`src/rtl/usb_tx_lsfs.sv`:
```
// usb_tx_lsfs: USB low-/full-speed serial transmitter.
// Sends SYNC, a stream of bytes, an optional CRC16 and EOP, with NRZI
// encoding and bit stuffing applied to everything between SYNC and EOP.
// Bytes are pulled with a valid/ready handshake in the last clk of the bit
// that precedes each byte. Running out of bytes ends the packet.

module usb_tx_lsfs #(
  parameter int CLKS_PER_BIT = 4,
  parameter bit CRC16_EN     = 1'b1
) (
  input  logic       clk,
  input  logic       reset,
  input  logic       low_speed,
  input  logic       crc16,
  input  logic [7:0] data,
  input  logic       valid,
  output logic       ready,
  output logic [1:0] d_o,
  output logic       d_en
);

  typedef enum logic [2:0] {
    ST_IDLE = 3'd0,
    ST_SYNC = 3'd1,
    ST_DATA = 3'd2,
    ST_CRC  = 3'd3,
    ST_EOP  = 3'd4
  } state_t;

  // Last clk index of a bit time in each speed mode
  localparam logic [7:0]  FS_LAST       = 8'(CLKS_PER_BIT - 1);
  localparam logic [7:0]  LS_LAST       = 8'(8 * CLKS_PER_BIT - 1);
  localparam logic [15:0] CRC_INIT      = 16'hFFFF;
  // x^16+x^15+x^2+1 in bit-reversed form, so the register is LSB-first
  localparam logic [15:0] CRC_POLY_REFL = 16'hA001;
  localparam logic [2:0]  STUFF_RUN     = 3'd6;

  // One serial step of the LSB-first CRC16
  function automatic logic [15:0] crc16_step(input logic [15:0] crc_in,
                                             input logic        din);
    logic fb;
    fb = crc_in[0] ^ din;
    crc16_step = {1'b0, crc_in[15:1]} ^ (fb ? CRC_POLY_REFL : 16'h0000);
  endfunction

  // Line symbol for an NRZI level: lvl=1 is J, lvl=0 is K
  function automatic logic [1:0] line_sym(input logic ls, input logic lvl);
    logic [1:0] j_sym;
    j_sym    = ls ? 2'b01 : 2'b10;
    line_sym = lvl ? j_sym : ~j_sym;
  endfunction

  state_t      state_r, state_s;
  logic [7:0]  clk_cnt_r, clk_cnt_s;
  logic [3:0]  bit_cnt_r, bit_cnt_s;
  logic [7:0]  shift_r, shift_s;
  logic [15:0] crc_r, crc_s;
  logic [2:0]  ones_r, ones_s;
  logic        lvl_r, lvl_s;
  logic        ls_r, ls_s;
  logic        crc_en_r, crc_en_s;
  logic        pid_r, pid_s;
  logic [1:0]  d_o_r, d_o_s;
  logic        d_en_r, d_en_s;

  logic        ready_s;
  logic [7:0]  bit_last_s;
  logic        tick_s;
  logic        emit_s;
  logic        bit_s;
  logic        crc_upd_s;
  logic        load_s;
  logic        goto_eop_s;

  // Next-state, bit selection, NRZI/stuffing and output symbol logic
  always_comb begin
    state_s    = state_r;
    clk_cnt_s  = clk_cnt_r;
    bit_cnt_s  = bit_cnt_r;
    shift_s    = shift_r;
    crc_s      = crc_r;
    ones_s     = ones_r;
    lvl_s      = lvl_r;
    ls_s       = ls_r;
    crc_en_s   = crc_en_r;
    pid_s      = pid_r;
    d_o_s      = d_o_r;
    d_en_s     = d_en_r;
    ready_s    = 1'b0;
    emit_s     = 1'b0;
    bit_s      = 1'b0;
    crc_upd_s  = 1'b0;
    load_s     = 1'b0;
    goto_eop_s = 1'b0;
    bit_last_s = ls_r ? LS_LAST : FS_LAST;
    tick_s     = (clk_cnt_r == bit_last_s);

    if (state_r == ST_IDLE) begin
      // Idle line is J of the live speed input; line level resets to J
      clk_cnt_s = 8'd0;
      bit_cnt_s = 4'd0;
      ones_s    = 3'd0;
      crc_s     = CRC_INIT;
      lvl_s     = 1'b1;
      d_en_s    = 1'b0;
      d_o_s     = line_sym(low_speed, 1'b1);
      if (valid) begin
        // First SYNC bit (0 -> K) goes out on this very edge
        state_s  = ST_SYNC;
        ls_s     = low_speed;
        crc_en_s = crc16 & CRC16_EN;
        pid_s    = 1'b0;
        d_en_s   = 1'b1;
        emit_s   = 1'b1;
        bit_s    = 1'b0;
      end else begin
        state_s = ST_IDLE;
      end
    end else if (!tick_s) begin
      clk_cnt_s = clk_cnt_r + 8'd1;
    end else begin
      // Bit boundary: pick the next symbol
      clk_cnt_s = 8'd0;
      if ((ones_r == STUFF_RUN) && (state_r != ST_EOP)) begin
        // Stuffed 0: bit position does not advance
        emit_s = 1'b1;
        bit_s  = 1'b0;
      end else begin
        case (state_r)
          ST_SYNC: begin
            if (bit_cnt_r != 4'd7) begin
              bit_cnt_s = bit_cnt_r + 4'd1;
              emit_s    = 1'b1;
              bit_s     = (bit_cnt_r == 4'd6);
            end else begin
              load_s = 1'b1;
            end
          end
          ST_DATA: begin
            if (bit_cnt_r != 4'd7) begin
              bit_cnt_s = bit_cnt_r + 4'd1;
              emit_s    = 1'b1;
              bit_s     = shift_r[bit_cnt_s[2:0]];
              crc_upd_s = ~pid_r;
            end else begin
              load_s = 1'b1;
            end
          end
          ST_CRC: begin
            if (bit_cnt_r != 4'd15) begin
              bit_cnt_s = bit_cnt_r + 4'd1;
              emit_s    = 1'b1;
              bit_s     = ~crc_r[bit_cnt_s];
            end else begin
              goto_eop_s = 1'b1;
            end
          end
          ST_EOP: begin
            if (bit_cnt_r != 4'd2) begin
              bit_cnt_s = bit_cnt_r + 4'd1;
              d_o_s     = (bit_cnt_r == 4'd1) ? line_sym(ls_r, 1'b1) : 2'b00;
            end else begin
              state_s   = ST_IDLE;
              d_en_s    = 1'b0;
              d_o_s     = line_sym(low_speed, 1'b1);
              bit_cnt_s = 4'd0;
              lvl_s     = 1'b1;
              ones_s    = 3'd0;
            end
          end
          default: begin
            state_s = ST_IDLE;
            d_en_s  = 1'b0;
          end
        endcase
      end
    end

    // Byte boundary: take the next byte, or close the packet
    if (load_s) begin
      if (valid) begin
        ready_s   = 1'b1;
        shift_s   = data;
        pid_s     = (state_r == ST_SYNC);
        state_s   = ST_DATA;
        bit_cnt_s = 4'd0;
        emit_s    = 1'b1;
        bit_s     = data[0];
        crc_upd_s = (state_r != ST_SYNC);
      end else if (crc_en_r) begin
        state_s   = ST_CRC;
        bit_cnt_s = 4'd0;
        emit_s    = 1'b1;
        bit_s     = ~crc_r[0];
      end else begin
        goto_eop_s = 1'b1;
      end
    end else begin
      ready_s = 1'b0;
    end

    if (goto_eop_s) begin
      state_s   = ST_EOP;
      bit_cnt_s = 4'd0;
      ones_s    = 3'd0;
      d_o_s     = 2'b00;
    end else begin
      d_en_s = d_en_s;
    end

    // NRZI encode the chosen bit and track the run of ones
    if (emit_s) begin
      ones_s = bit_s ? (ones_r + 3'd1) : 3'd0;
      lvl_s  = bit_s ? lvl_r : ~lvl_r;
      d_o_s  = line_sym(ls_s, lvl_s);
      if (crc_upd_s) begin
        crc_s = crc16_step(crc_r, bit_s);
      end else begin
        crc_s = crc_s;
      end
    end else begin
      ones_s = ones_s;
    end
  end

  // State and datapath registers with synchronous active-low reset
  always_ff @(posedge clk) begin
    if (!reset) begin
      state_r   <= ST_IDLE;
      clk_cnt_r <= 8'd0;
      bit_cnt_r <= 4'd0;
      shift_r   <= 8'd0;
      crc_r     <= CRC_INIT;
      ones_r    <= 3'd0;
      lvl_r     <= 1'b1;
      ls_r      <= 1'b0;
      crc_en_r  <= 1'b0;
      pid_r     <= 1'b0;
      d_o_r     <= line_sym(low_speed, 1'b1);
      d_en_r    <= 1'b0;
    end else begin
      state_r   <= state_s;
      clk_cnt_r <= clk_cnt_s;
      bit_cnt_r <= bit_cnt_s;
      shift_r   <= shift_s;
      crc_r     <= crc_s;
      ones_r    <= ones_s;
      lvl_r     <= lvl_s;
      ls_r      <= ls_s;
      crc_en_r  <= crc_en_s;
      pid_r     <= pid_s;
      d_o_r     <= d_o_s;
      d_en_r    <= d_en_s;
    end
  end

  // ready is qualified by valid in the same clk, so it cannot be registered
  assign ready = ready_s;
  assign d_o   = d_o_r;
  assign d_en  = d_en_r;

endmodule

```
`config.mk`:
```
export PLATFORM = sky130hd
export DESIGN_NAME = usb_tx_lsfs
export DESIGN_NICKNAME = d
export VERILOG_FILES = /design/src/rtl/usb_tx_lsfs.sv
export SDC_FILE = /design/constraint.sdc
export NUM_CORES = 1
export LEC_CHECK = 0
export BUFFER_PORTS_ARGS = -buffer_cell sky130_fd_sc_hd__buf_2
export CAP_MARGIN = 20
export CORE_MARGIN = 4
export CORE_UTILIZATION = 57
export CTS_BUF_LIST = sky130_fd_sc_hd__clkbuf_4 sky130_fd_sc_hd__clkbuf_8
export DETAILED_ROUTE_END_ITERATION = 8
export GPL_TIMING_DRIVEN = 0
export PLACE_DENSITY = 0.78
export SETUP_SLACK_MARGIN = 0.02
export SYNTH_ARGS = -nofsm -noshare
export SYNTH_HDL_FRONTEND = slang
export SYNTH_SLANG_ARGS = --single-unit
```
`constraint.sdc`:
```
create_clock -name clk -period 3.1 [get_ports clk]
set_clock_uncertainty 0.2 [all_clocks]
set_input_delay 0.62 -clock clk [delete_from_list [all_inputs] [get_ports clk]]
set_output_delay 0.62 -clock clk [all_outputs]
set_load 0.02 [all_outputs]
```
==> run metrics <==
gr usage total=22.3%; EDFF count, synth=2; top post-synthesis cells by count=47 x dfxtp_1, 38 x nor2_1, 32 x nand2_1; worst path cell trace=buf_6, inv_1, ha_1, buf_4, mux4_2, mux2i_1, mux2i_1, o21ai_4, o21ai_2, xnor2_1, a31o_2; vias in the first global route=2,376; Ys Warns=0; final instance area=3130 um^2; CP max stage delay=just over 0.5 ns; status=finished clean; maximum clock path buffer count=2; endpoint class of the critical path=flip-flop; Nets=374; Netlist cell types=62; drt first pass iters=5; Die Wd=78.8 um; share of cells above drive strength 1=18.9%; antenna violations before repair=0; largest net degree at the start of global routing=14; fill cell total of the finished layout=418; Max FO, Critical Path=7; IO Pins=17; DP HPWL=~4.8 mm; Max Freq=0.344 GHz; PwrDens=375 nW/um^2; Hold/Removal Path Class=flip-flop to flip-flop; placed cell areas=3010 um^2; Syn Inst Count=332; Sequential cell area=1000 um^2; die area=6210 um^2; footprint of the multi-input gates=1680 um^2; worst-case hold slack=~0.26 ns; DRT antenna net count=0; Via Count=roughly 2,500; Congestion Overflow GR=0; Syn Std Cell Area=2860 um^2; # diodes=0; H-tree lvl count=2; minimum clock period=slightly below 3 ns; Seq/Total Area, Yosys=approximately a third; setup_tns=0 ns; WP data required=2.96 ns; final WL=about 6.6 mm; DRC=0; Place WS=-0.270 ns; row count=25; Initial Util=59.7%; synthesized area per cell=8.60 um^2; Leak=1.09 nW; FFs w/ async S/R, synth=0%; clk sink count=49; Hold Buf Count CTS=0; P&R area growth vs syn=9.68%; critical setup path kind=flip-flop to flip-flop; slowest CP cell=mux4_2; TritonCTS clock tree=yes; Fin. Hold Viols=0; Data arrival, critical path=2.77 ns; Die H=78.8 um; Synth top area share=33.0%; via/cell ratio=5.95; Clock transition at path regs=0.09 ns; Max-Cap Viols=0; Slew @ Worst Pin=0.788 ns; final worst path period share=93.9%; Synth Flop Type=dfxtp_1; root buffer cell=clkbuf_8; Yosys top cell by area=dfxtp_1; gp weighted congestion=between 0.9 and 1; flops & latches, synth=49; clk_lat worst skew=0.30 ns; DR WL/cell=15.6 um; Critical Path Most Common Cell=mux2i_1; Max Slew Vio Count=0; syn_nets=351; Setup violations, final=0; Worst slew margin=47.1%; top-count cell post-synth=dfxtp_1; startpoint types=flip-flop; Synth area leaders=dfxtp_1 33%, nor2_1 5.0%, mux4_2 4.7%; first-pass GRT wire length=~11 mm; Final Util=65.4%; RSZ-0062 raised after global routing=yes; worst vdd ir=0.000492 V; final critical-path setup slack=0.190 ns; cts bufs inserted=5; Buffers on Ports=15; core area=4790 um^2; Initial DRC Count=207
==> routing by layer <==
metal / GRT usage (%) / wire (um) / up-vias
met3: 3.97 / 386 / 14
met4: 3.67 / 68 / 0
met2: 38.7 / 3210 / 85
met5: 0 / 0 / -
met1: 29.3 / 2910 / 1184
li1: - / - / 1229
==> report_power, final <==
part	total, mW	internal (mW)	switching [mW]
logic	0.132	0.0459	0.0860
registers	0.651	0.644	0.00661
clock network	0.391	0.186	0.204
==> state kept, by name, indices dropped and copies added, names as in the netlist, 2 cells and up, named ones only <==
| register | cells |
|---|---|
| bit_cnt_r | 4 |
| clk_cnt_r | 8 |
| crc_r | 16 |
| d_o | 2 |
| ones_r | 3 |
| shift_r | 8 |
| state_r | 3 |
==> worst max-delay path: cells and delay by family, from the launching register on <==
family                   cells  cell delay, ns
multiplexers                 3            0.77
buffers and inverters        3            0.32
adder cells (fa/ha/maj)      1            0.27
AO/OA/AOI/OAI                3            0.56
XOR/XNOR                     1            0.18
flip-flops                   1            0.36
==> kinds of logic after synthesis <==
logic type	Yosys count	share of synthesized area, %
adders and majority gates	6	2.63
buffers and inverters	31	6.48
and+or+nand+nor	138	25.7
AOI/OAI and AO/OA	81	18.0
DFF	49	35.1
xor gates and xnor gates	14	4.82
muxes	13	7.32
==> placed cells by master, fill, tap and decap left out, drive strengths merged, types with 7 or more instances in the layout <==
cell type	n
clkbuf	19
xnor2	7
mux2i	7
inv	9
nand2	32
nand3	13
xor2	7
a21oi	22
dfxtp	47
a31oi	8
nor3	19
o21ai	29
buf	24
nor2	38
==> per-stage QoR <==
step / instances / power, mW
after floorplan: 332 / 0.756
after global placement: 414 / 0.791
after detailed placement: 414 / 0.795
after CTS: 422 / 1.17
after global routing: 422 / 1.22
final: 422 / 1.17
==> area by class of cell <==
cell class / instances / share of cell area (%)
Multi-Input combinational cell: 252 / 53.6
Sequential cell: 49 / 32.0
Buffer: 21 / 4.99
Clock buffer: 7 / 2.88
Tap cell: 67 / 2.68
Timing Repair Buffer: 16 / 2.64
Inverter: 10 / 1.20
==> path summary, 6_finish.rpt <==
check          startpoint         end  slack (ns)  depth (start not counted)
max          bit_cnt_r[0]      d_o[0]        0.19                         11
min            shift_r[4]  shift_r[4]        0.26                          2
max reg2reg  bit_cnt_r[0]      d_o[0]        0.19                         11
min reg2reg    shift_r[4]  shift_r[4]        0.26                          2
==> timing repair <==
item                       4_1_cts  5_1_grt
gates resized for setup          5        2
buffers inserted                 1        0
setup endpoints to repair        9        3
cloned                           0        0
(Power assumes the default switching activity.)
